**config.mk**
```make
export PLATFORM = sky130hd
export DESIGN_NAME = even_par_rx
export DESIGN_NICKNAME = d
export VERILOG_FILES = /design/src/rtl/even_par_rx.sv
export SDC_FILE = /design/constraint.sdc
export NUM_CORES = 1
export LEC_CHECK = 0
export ABC_AREA = 1
export CORE_ASPECT_RATIO = 1.5
export CORE_MARGIN = 2
export CORE_UTILIZATION = 50
export DETAILED_ROUTE_END_ITERATION = 7
export HOLD_SLACK_MARGIN = 0.12
export PLACE_DENSITY = 0.83
export SLEW_MARGIN = 20
export SYNTH_ARGS = -nofsm -noshare
export SYNTH_HDL_FRONTEND = slang
export SYNTH_SLANG_ARGS = --single-unit
```
**constraint.sdc**
```tcl
create_clock -name clk -period 1.62 [get_ports clk]
set_clock_uncertainty 0.1 [all_clocks]
set_input_delay 0.243 -clock clk [delete_from_list [all_inputs] [get_ports clk]]
set_output_delay 0.243 -clock clk [all_outputs]
set_load 0.01 [all_outputs]
```
**src/rtl/even_par_rx.sv**
```systemverilog
// Even-parity serial frame receiver: start, DATA_W data bits (LSB first), parity, stop.
// Define EVEN_PAR_RX_ERR_CNT_EN to add the saturating 8-bit err_cnt output.
module even_par_rx #(
  parameter int unsigned DATA_W       = 4,
  parameter int unsigned CLKS_PER_BIT = 8
) (
  input  logic              clk,
  input  logic              rst_n,
  input  logic              rxd,
  output logic [DATA_W-1:0] rx_data,
  output logic              rx_valid,
  output logic              par_err,
  output logic              frame_err,
`ifdef EVEN_PAR_RX_ERR_CNT_EN
  output logic [7:0]        err_cnt,
`endif
  output logic              busy
);

  localparam int unsigned CntW = $clog2(CLKS_PER_BIT);
  localparam int unsigned IdxW = (DATA_W > 1) ? $clog2(DATA_W) : 1;
  localparam logic [CntW-1:0] HalfLast = CntW'(CLKS_PER_BIT / 2 - 1);
  localparam logic [CntW-1:0] BitLast  = CntW'(CLKS_PER_BIT - 1);
  localparam logic [IdxW-1:0] IdxLast  = IdxW'(DATA_W - 1);

  typedef enum logic [2:0] {StIdle, StStart, StData, StParity, StStop, StWaitHi} state_e;

  state_e            state_q, state_d;
  logic [CntW-1:0]   cnt_q, cnt_d;
  logic [IdxW-1:0]   idx_q, idx_d;
  logic [DATA_W-1:0] shift_q, shift_d;
  logic              par_bit_q, par_bit_d;
  logic [DATA_W-1:0] rx_data_q, rx_data_d;
  logic              par_err_q, par_err_d;
  logic              frame_err_q, frame_err_d;
  logic              rx_valid_q, rx_valid_d;
  logic              sync_q, rxs;

  // Two-flop synchroniser; idles high so reset never looks like a start bit.
  always_ff @(posedge clk or negedge rst_n) begin
    if (!rst_n) begin
      sync_q <= 1'b1;
      rxs    <= 1'b1;
    end else begin
      sync_q <= rxd;
      rxs    <= sync_q;
    end
  end

  always_ff @(posedge clk or negedge rst_n) begin
    if (!rst_n) begin
      state_q     <= StIdle;
      cnt_q       <= '0;
      idx_q       <= '0;
      shift_q     <= '0;
      par_bit_q   <= 1'b0;
      rx_data_q   <= '0;
      par_err_q   <= 1'b0;
      frame_err_q <= 1'b0;
      rx_valid_q  <= 1'b0;
    end else begin
      state_q     <= state_d;
      cnt_q       <= cnt_d;
      idx_q       <= idx_d;
      shift_q     <= shift_d;
      par_bit_q   <= par_bit_d;
      rx_data_q   <= rx_data_d;
      par_err_q   <= par_err_d;
      frame_err_q <= frame_err_d;
      rx_valid_q  <= rx_valid_d;
    end
  end

  always_comb begin
    state_d     = state_q;
    cnt_d       = cnt_q;
    idx_d       = idx_q;
    shift_d     = shift_q;
    par_bit_d   = par_bit_q;
    rx_data_d   = rx_data_q;
    par_err_d   = par_err_q;
    frame_err_d = frame_err_q;
    rx_valid_d  = 1'b0;
    unique case (state_q)
      StIdle: begin
        if (!rxs) begin
          state_d = StStart;
          cnt_d   = '0;
        end
      end
      StStart: begin
        if (cnt_q == HalfLast) begin
          cnt_d = '0;
          idx_d = '0;
          // A start bit that is high again at mid-bit was only a glitch.
          state_d = rxs ? StIdle : StData;
        end else begin
          cnt_d = cnt_q + CntW'(1);
        end
      end
      StData: begin
        if (cnt_q == BitLast) begin
          cnt_d          = '0;
          shift_d[idx_q] = rxs;
          if (idx_q == IdxLast) state_d = StParity;
          else                  idx_d   = idx_q + IdxW'(1);
        end else begin
          cnt_d = cnt_q + CntW'(1);
        end
      end
      StParity: begin
        if (cnt_q == BitLast) begin
          cnt_d     = '0;
          par_bit_d = rxs;
          state_d   = StStop;
        end else begin
          cnt_d = cnt_q + CntW'(1);
        end
      end
      StStop: begin
        if (cnt_q == BitLast) begin
          cnt_d       = '0;
          rx_data_d   = shift_q;
          par_err_d   = (^shift_q) ^ par_bit_q;
          frame_err_d = ~rxs;
          rx_valid_d  = 1'b1;
          // A low stop bit may be a break; wait for the line to recover.
          state_d     = rxs ? StIdle : StWaitHi;
        end else begin
          cnt_d = cnt_q + CntW'(1);
        end
      end
      StWaitHi: begin
        if (rxs) state_d = StIdle;
      end
      default: state_d = StIdle;
    endcase
  end

`ifdef EVEN_PAR_RX_ERR_CNT_EN
  logic [7:0] err_cnt_q;

  always_ff @(posedge clk or negedge rst_n) begin
    if (!rst_n) begin
      err_cnt_q <= '0;
    end else if (rx_valid_d && (par_err_d || frame_err_d) && (err_cnt_q != 8'hFF)) begin
      err_cnt_q <= err_cnt_q + 8'd1;
    end
  end

  assign err_cnt = err_cnt_q;
`endif

  assign rx_data   = rx_data_q;
  assign rx_valid  = rx_valid_q;
  assign par_err   = par_err_q;
  assign frame_err = frame_err_q;
  assign busy      = (state_q != StIdle);

endmodule
```
==> results of run 1 <==
==> Yosys cell counts (all sizes together) <==
library cell	count
o21ai	15
nand3	18
ha	9
inv	18
nor2	10
dfstp	2
buf	3
xnor2	1
nand2	52
dfrtp	20
a21boi	1
==> routing by layer <==
layer | up-vias | global-route usage [%] | part of all wire, %
met5 | - | 0 | 0
met4 | 0 | 7.58 | 2.6
met3 | 6 | 2.79 | 3.9
met2 | 25 | 33.7 | 54
met1 | 456 | 18.9 | 39
li1 | 511 | - | -
==> power by group through the flow <==
stage / clock, mW / sequential (mW) / combinational (mW)
final: 0.291 / 0.702 / 0.856
after global routing: 0.328 / 0.711 / 0.980
after CTS: 0.305 / 0.697 / 0.805
after detailed placement: 0 / 0.706 / 0.792
after global placement: 0 / 0.701 / 0.765
after floorplan: 0 / 0.688 / 0.644
==> final cells by class <==
cell class / instances / area, um^2 / area share [%]
Clock buffer: 4 / 36.3 / 2.47
Inverter: 18 / 67.6 / 4.60
Multi-Input combinational cell: 106 / 609 / 41.4
Sequential cell: 22 / 553 / 37.6
Tap cell: 24 / 30.0 / 2.04
Timing Repair Buffer: 20 / 174 / 11.8
==> cells by family after synthesis <==
logic type | after synthesis | share of synthesized area (%)
adders and majority gates | 9 | 9.08
AOI/OAI and AO/OA | 16 | 6.66
buffers and inverters | 21 | 7.87
DFF | 22 | 44.6
xor gates and xnor gates | 1 | 0.706
and+or+nand+nor | 80 | 31.1
==> final timing paths <==
| kind | cells after the start | endpoint | slack (ns) |
|---|---|---|---|
| setup / recovery | 1 | rx_data[1] | 0.07 |
| hold / removal | 2 | frame_err | 0.18 |
| setup reg to reg | 8 | par_err | 0.13 |
| hold reg to reg | 0 | rxs | 0.26 |
| max in group asynchronous | 2 | sync_q | 0.97 |
| min in group clk | 1 | sync_q | 0.23 |
==> stage by stage <==
step                setup WS [ns]  setup TNS, ns  utilization (%)  cells  power [mW]
floorplan                  0.0905              0                -    149        1.33
global placement           0.0940              0             57.5    185        1.47
detailed placement        -0.0101        -0.0101             57.5    185        1.50
CTS                       0.00351              0             59.4    190        1.81
global route              0.00821              0             61.4    194        2.02
finish                     0.0740              0             61.4    194        1.85
==> timing repair <==
action	in CTS	in global routing
gates resized for setup	2	3
hold buffers	0	0
pin swaps	1	1
endpoints found under the setup margin	5	9
buffers inserted	1	4
==> sequential cells by signal (all words and copies together), names as in the netlist, 2 cells and up <==
signal,count
shift_q,4
idx_q,2
rx_data,4
state_q,3
cnt_q,3
==> flow_summary.ini, run 1 <==
[run_status]
outcome = completed

[sta]
final.period_utilization_pct = 95.4
finalSetupViolations = 0
relSlewSlack_pct = 75.7
rsz0062_at_grt = no
timing.final.crit_period_ns = 1.55
finalHoldViolations = 0
finalHoldWorstSlack_ns = 0.180
timing.final.max_slew_violations = 0
tightest_slew_ns = 0.361
maxClockFrequency_ghz = 0.647

[clock_network]
clock_insertion_delay_at_the_later_pin_of_the_skew_report_ns = 0.30
cts_inserted_buffers = 3
root_buffer = sky130_fd_sc_hd__clkbuf_4
clock_sinks = 22
htree_num_levels = 1
cts_tree = built
clock_edge_transition_at_the_registers_on_the_reported_setup_and_hold_paths_ns = 0.11
clk_path_buf_depth = 2

[power]
power.share.switching_pct = 40.1
vdd_drop_max_uv = 669
power.switching_mw = 0.742
power.density_mw_per_mm2 = 1260
internal_power_mw = 1.11
pwr-share-seq_pct = 38.0
reported_leakage_power_nw = 0.724
combPwrFrac_pct = 46.3
clockPowerShare_pct = 15.7

[route]
totalWireLength_um = 2230
via_count = 998
drc_errors = 0
route.detailed.wl_per_inst_um = 11.5
via_per_inst = 5.14
drtIter0Drc = 26
detailedRoute.firstPassIterationCount = 4
detail-route-antenna-nets = 0

[critical_path]
cp_cell_sequence = clkdlybuf4s50_1
critPathBufInv = 1
crit-reg2reg-launch = cnt_q[0]
critPathMaxStageDelay_ns = 0.54
path_max_fanout = 2
crit_path_top_delay_cell = sky130_fd_sc_hd__clkdlybuf4s50_1
crit_family = buffers and inverters
critPathArrivalTime_ns = 1.20
worst_setup_path_end_kind = primary output
critPathLaunchType = register
timing.setup.critical_path_class = register to primary output
worst-endpoint-required_ns = 1.28
critical_path.startpoint = rx_data[1]

[logic_synthesis]
ys_ff_latch = 22
synth_area_per_cell_um2 = 8.32
yosys_warnings = 0
synth_cell_types = 18
synth_top_cell_by_area = sky130_fd_sc_hd__dfrtp_1
syn-cell-area_mm2 = 0.00124
synth.yosys.seq_area_share_pct = 44.6
syn_nets = 161
netlist_top_cells_area = sky130_fd_sc_hd__dfrtp_1 40%, sky130_fd_sc_hd__nand2_1 15%, sky130_fd_sc_hd__ha_1 9.1%
post-synth-top-area-fraction_pct = 40.4
synthesized_netlist_cell_count = 149

[finish]
layout_commonest_cell = sky130_fd_sc_hd__nand2_1
syn2layout_area_growth_pct = 18.6
layout_common_cells = 48 x sky130_fd_sc_hd__nand2_1, 20 x sky130_fd_sc_hd__dfrtp_1, 16 x sky130_fd_sc_hd__inv_1
drive_gt1_share_pct = 20.6
design_area_mm2 = 0.00147
antennaDiodeCount = 0
layout.nets = 183
fillerInstances = 194

[grt]
grt_overflow_total = 0
grt_pass1_wl_um = 3930
grt_max_degree = 23
vias_in_the_first_global_route = 996
initial_antenna_violation_count = 0
track_usage_pct = 18.1

[die]
dieArea_mm2 = 0.00290
coreArea_mm2 = 0.00239
die_w_um = 44.7
num_rows = 22
fp.dieH_um = 65.0
top_level_ports = 11
floorplan.initialDensity_pct = 51.8

[placement]
numPortBuffers = 10
dpl.hpwl_um = 1730
routabilityCongestion = 0.915
placed_cell_area_mm2 = 0.00138

[hold_path]
hold_path.class = primary input to async pin

[flow_run]
cap_violations = 0
No activity file was read; power rests on OpenSTA's default activity.
==> inputs of run 2 (changes only) <==
Settings changed: CORE_UTILIZATION 50 to 42, PLACE_DENSITY 0.83 to 0.74.
==> flow_summary.ini, run 2 (same netlist as run 1, synthesis figures left out) <==
[flow_run]
cap_violations = 0

[critical_path]
critPathMaxStageDelay_ns = 0.40
crit_family = simple AND/OR/NAND/NOR gates
critPathLaunchType = register
path_max_fanout = 4
critical_path.most_common_cell = sky130_fd_sc_hd__nand2_1
cp_cell_sequence = ha_4 > ha_1 > inv_1 > nand3_1 > nand2_1 > nor2_2 > nand2_2 > nand2_1 > nand2_1
crit_path_top_delay_cell = sky130_fd_sc_hd__dfrtp_1
timing.setup.critical_path_class = register to register
worst-endpoint-required_ns = 1.67
critPathArrivalTime_ns = 1.61
critPathBufInv = 1
worst_setup_path_end_kind = register

[placement]
place_inst = 200
numPortBuffers = 10
dpl.hpwl_um = 1840
routabilityCongestion = 0.881

[clock_network]
clock_edge_transition_at_the_registers_on_the_reported_setup_and_hold_paths_ns = 0.08
htree_num_levels = 1
clock_sinks = 22
cts_tree = built
clk_path_buf_depth = 2
cts_inserted_buffers = 3
clock_insertion_delay_at_the_later_pin_of_the_skew_report_ns = 0.26
root_buffer = sky130_fd_sc_hd__clkbuf_8

[power]
power.share.switching_pct = 40.9
combPwrFrac_pct = 45.4
power.density_mw_per_mm2 = 1310
reported_leakage_power_nw = 0.714
internal_power_mw = 1.14
clockPowerShare_pct = 18.1
power.switching_mw = 0.788
pwr-share-seq_pct = 36.5
vdd_drop_max_uv = 698

[sta]
finalHoldViolations = 0
final.period_utilization_pct = 96.2
relSlewSlack_pct = 77.1
fin_setup_tns_ns = 0
tightest_slew_ns = 0.340
rsz0062_at_grt = no
timing.final.crit_period_ns = 1.56
timing.final.max_slew_violations = 0
maxClockFrequency_ghz = 0.642
finalSetupViolations = 0

[grt]
grt_pass1_wl_um = 4240
grt_max_degree = 23
grt_overflow_total = 0
initial_antenna_violation_count = 0
vias_in_the_first_global_route = 1017
track_usage_pct = 15.7

[finish]
postLayoutCoreUtil_pct = 51.7
antennaDiodeCount = 0
drive_gt1_share_pct = 18.0
syn2layout_area_growth_pct = 19.0
fillerInstances = 270
layout_commonest_cell = sky130_fd_sc_hd__nand2_1
layout.nets = 180
layout_common_cells = 48 x sky130_fd_sc_hd__nand2_1, 20 x sky130_fd_sc_hd__dfrtp_1, 16 x sky130_fd_sc_hd__inv_1
fin_cells = 206

[route]
detailedRoute.firstPassIterationCount = 4
drtIter0Drc = 38
totalWireLength_um = 2480
via_per_inst = 5.03
via_count = 1037
drc_errors = 0
detail-route-antenna-nets = 0
route.detailed.wl_per_inst_um = 12.0

[die]
floorplan.initialDensity_pct = 43.5
top_level_ports = 11
coreArea_mm2 = 0.00285
fp.dieH_um = 70.5
dieArea_mm2 = 0.00341
num_rows = 24
die_w_um = 48.4

[hold_path]
hold_path.class = primary input to async pin

[run_status]
outcome = completed
run 2: cell types whose count changed in the layout (fill, tap and decap cells not counted), sizes merged:
cell,change
buf,-3
run 2: stage by stage:
stage / area (um^2) / hold WS (ns) / setup WS, ns / power [mW]
finish: 1480 / 0.225 / 0.0619 / 1.93
global route: 1480 / 0.261 / 0.00201 / 2.07
CTS: 1460 / 0.232 / 0.0302 / 1.91
detailed placement: 1400 / 0.248 / -0.0178 / 1.52
global placement: 1400 / 0.248 / 0.106 / 1.46
floorplan: 1240 / -0.153 / 0.0905 / 1.33
run 2: worst paths after layout:
path	startpoint	end	slack, ns	depth (start not counted)
max in group asynchronous	rst_n	rxs	0.92	2
worst max-delay path	cnt_q[0]	state_q[1]	0.06	9
worst min register to register	sync_q	rxs	0.26	0
worst min-delay path	rst_n	par_err	0.22	2
min in group clk	sync_q	rxs	0.26	0
worst max register to register	cnt_q[0]	state_q[1]	0.06	9
run 2: routing by layer:
layer / global-route usage (%) / share of wire [%] / vias to the layer above
met3: 1.90 / 5.4 / 14
met1: 16.8 / 38 / 479
met4: 9.52 / 4.0 / 0
met5: 0 / 0 / -
li1: - / - / 502
met2: 29.2 / 52 / 42
run 2: timing repair:
item | in CTS | in global routing
resized for setup | 2 | 3
pin swaps | 1 | 1
hold buffers | 0 | 0
endpoints found under the setup margin | 5 | 5
buffers inserted | 2 | 0
run 2: power by group through the flow:
| stage | registers, mW | clock network [mW] | logic (mW) |
|---|---|---|---|
| after global routing | 0.712 | 0.387 | 0.966 |
| final | 0.703 | 0.348 | 0.875 |
| after floorplan | 0.688 | 0 | 0.644 |
| after CTS | 0.694 | 0.361 | 0.851 |
| after global placement | 0.701 | 0 | 0.761 |
| after detailed placement | 0.708 | 0 | 0.809 |
run 2: cell type report:
type | count | area [um^2] | area share (%)
multi-input cells | 106 | 607 | 41.1
flip-flops and latches | 22 | 553 | 37.5
repair buffers | 17 | 151 | 10.3
inverters | 18 | 70.1 | 4.75
well taps | 39 | 48.8 | 3.31
clock buffers | 4 | 45.0 | 3.05
==> inputs of run 3 (changes only) <==
Settings changed: CTS_CLUSTER_DIAMETER from default to 30.
==> results of run 3 <==
No change in the layout: final DEF, timing and power equal those of run 2.
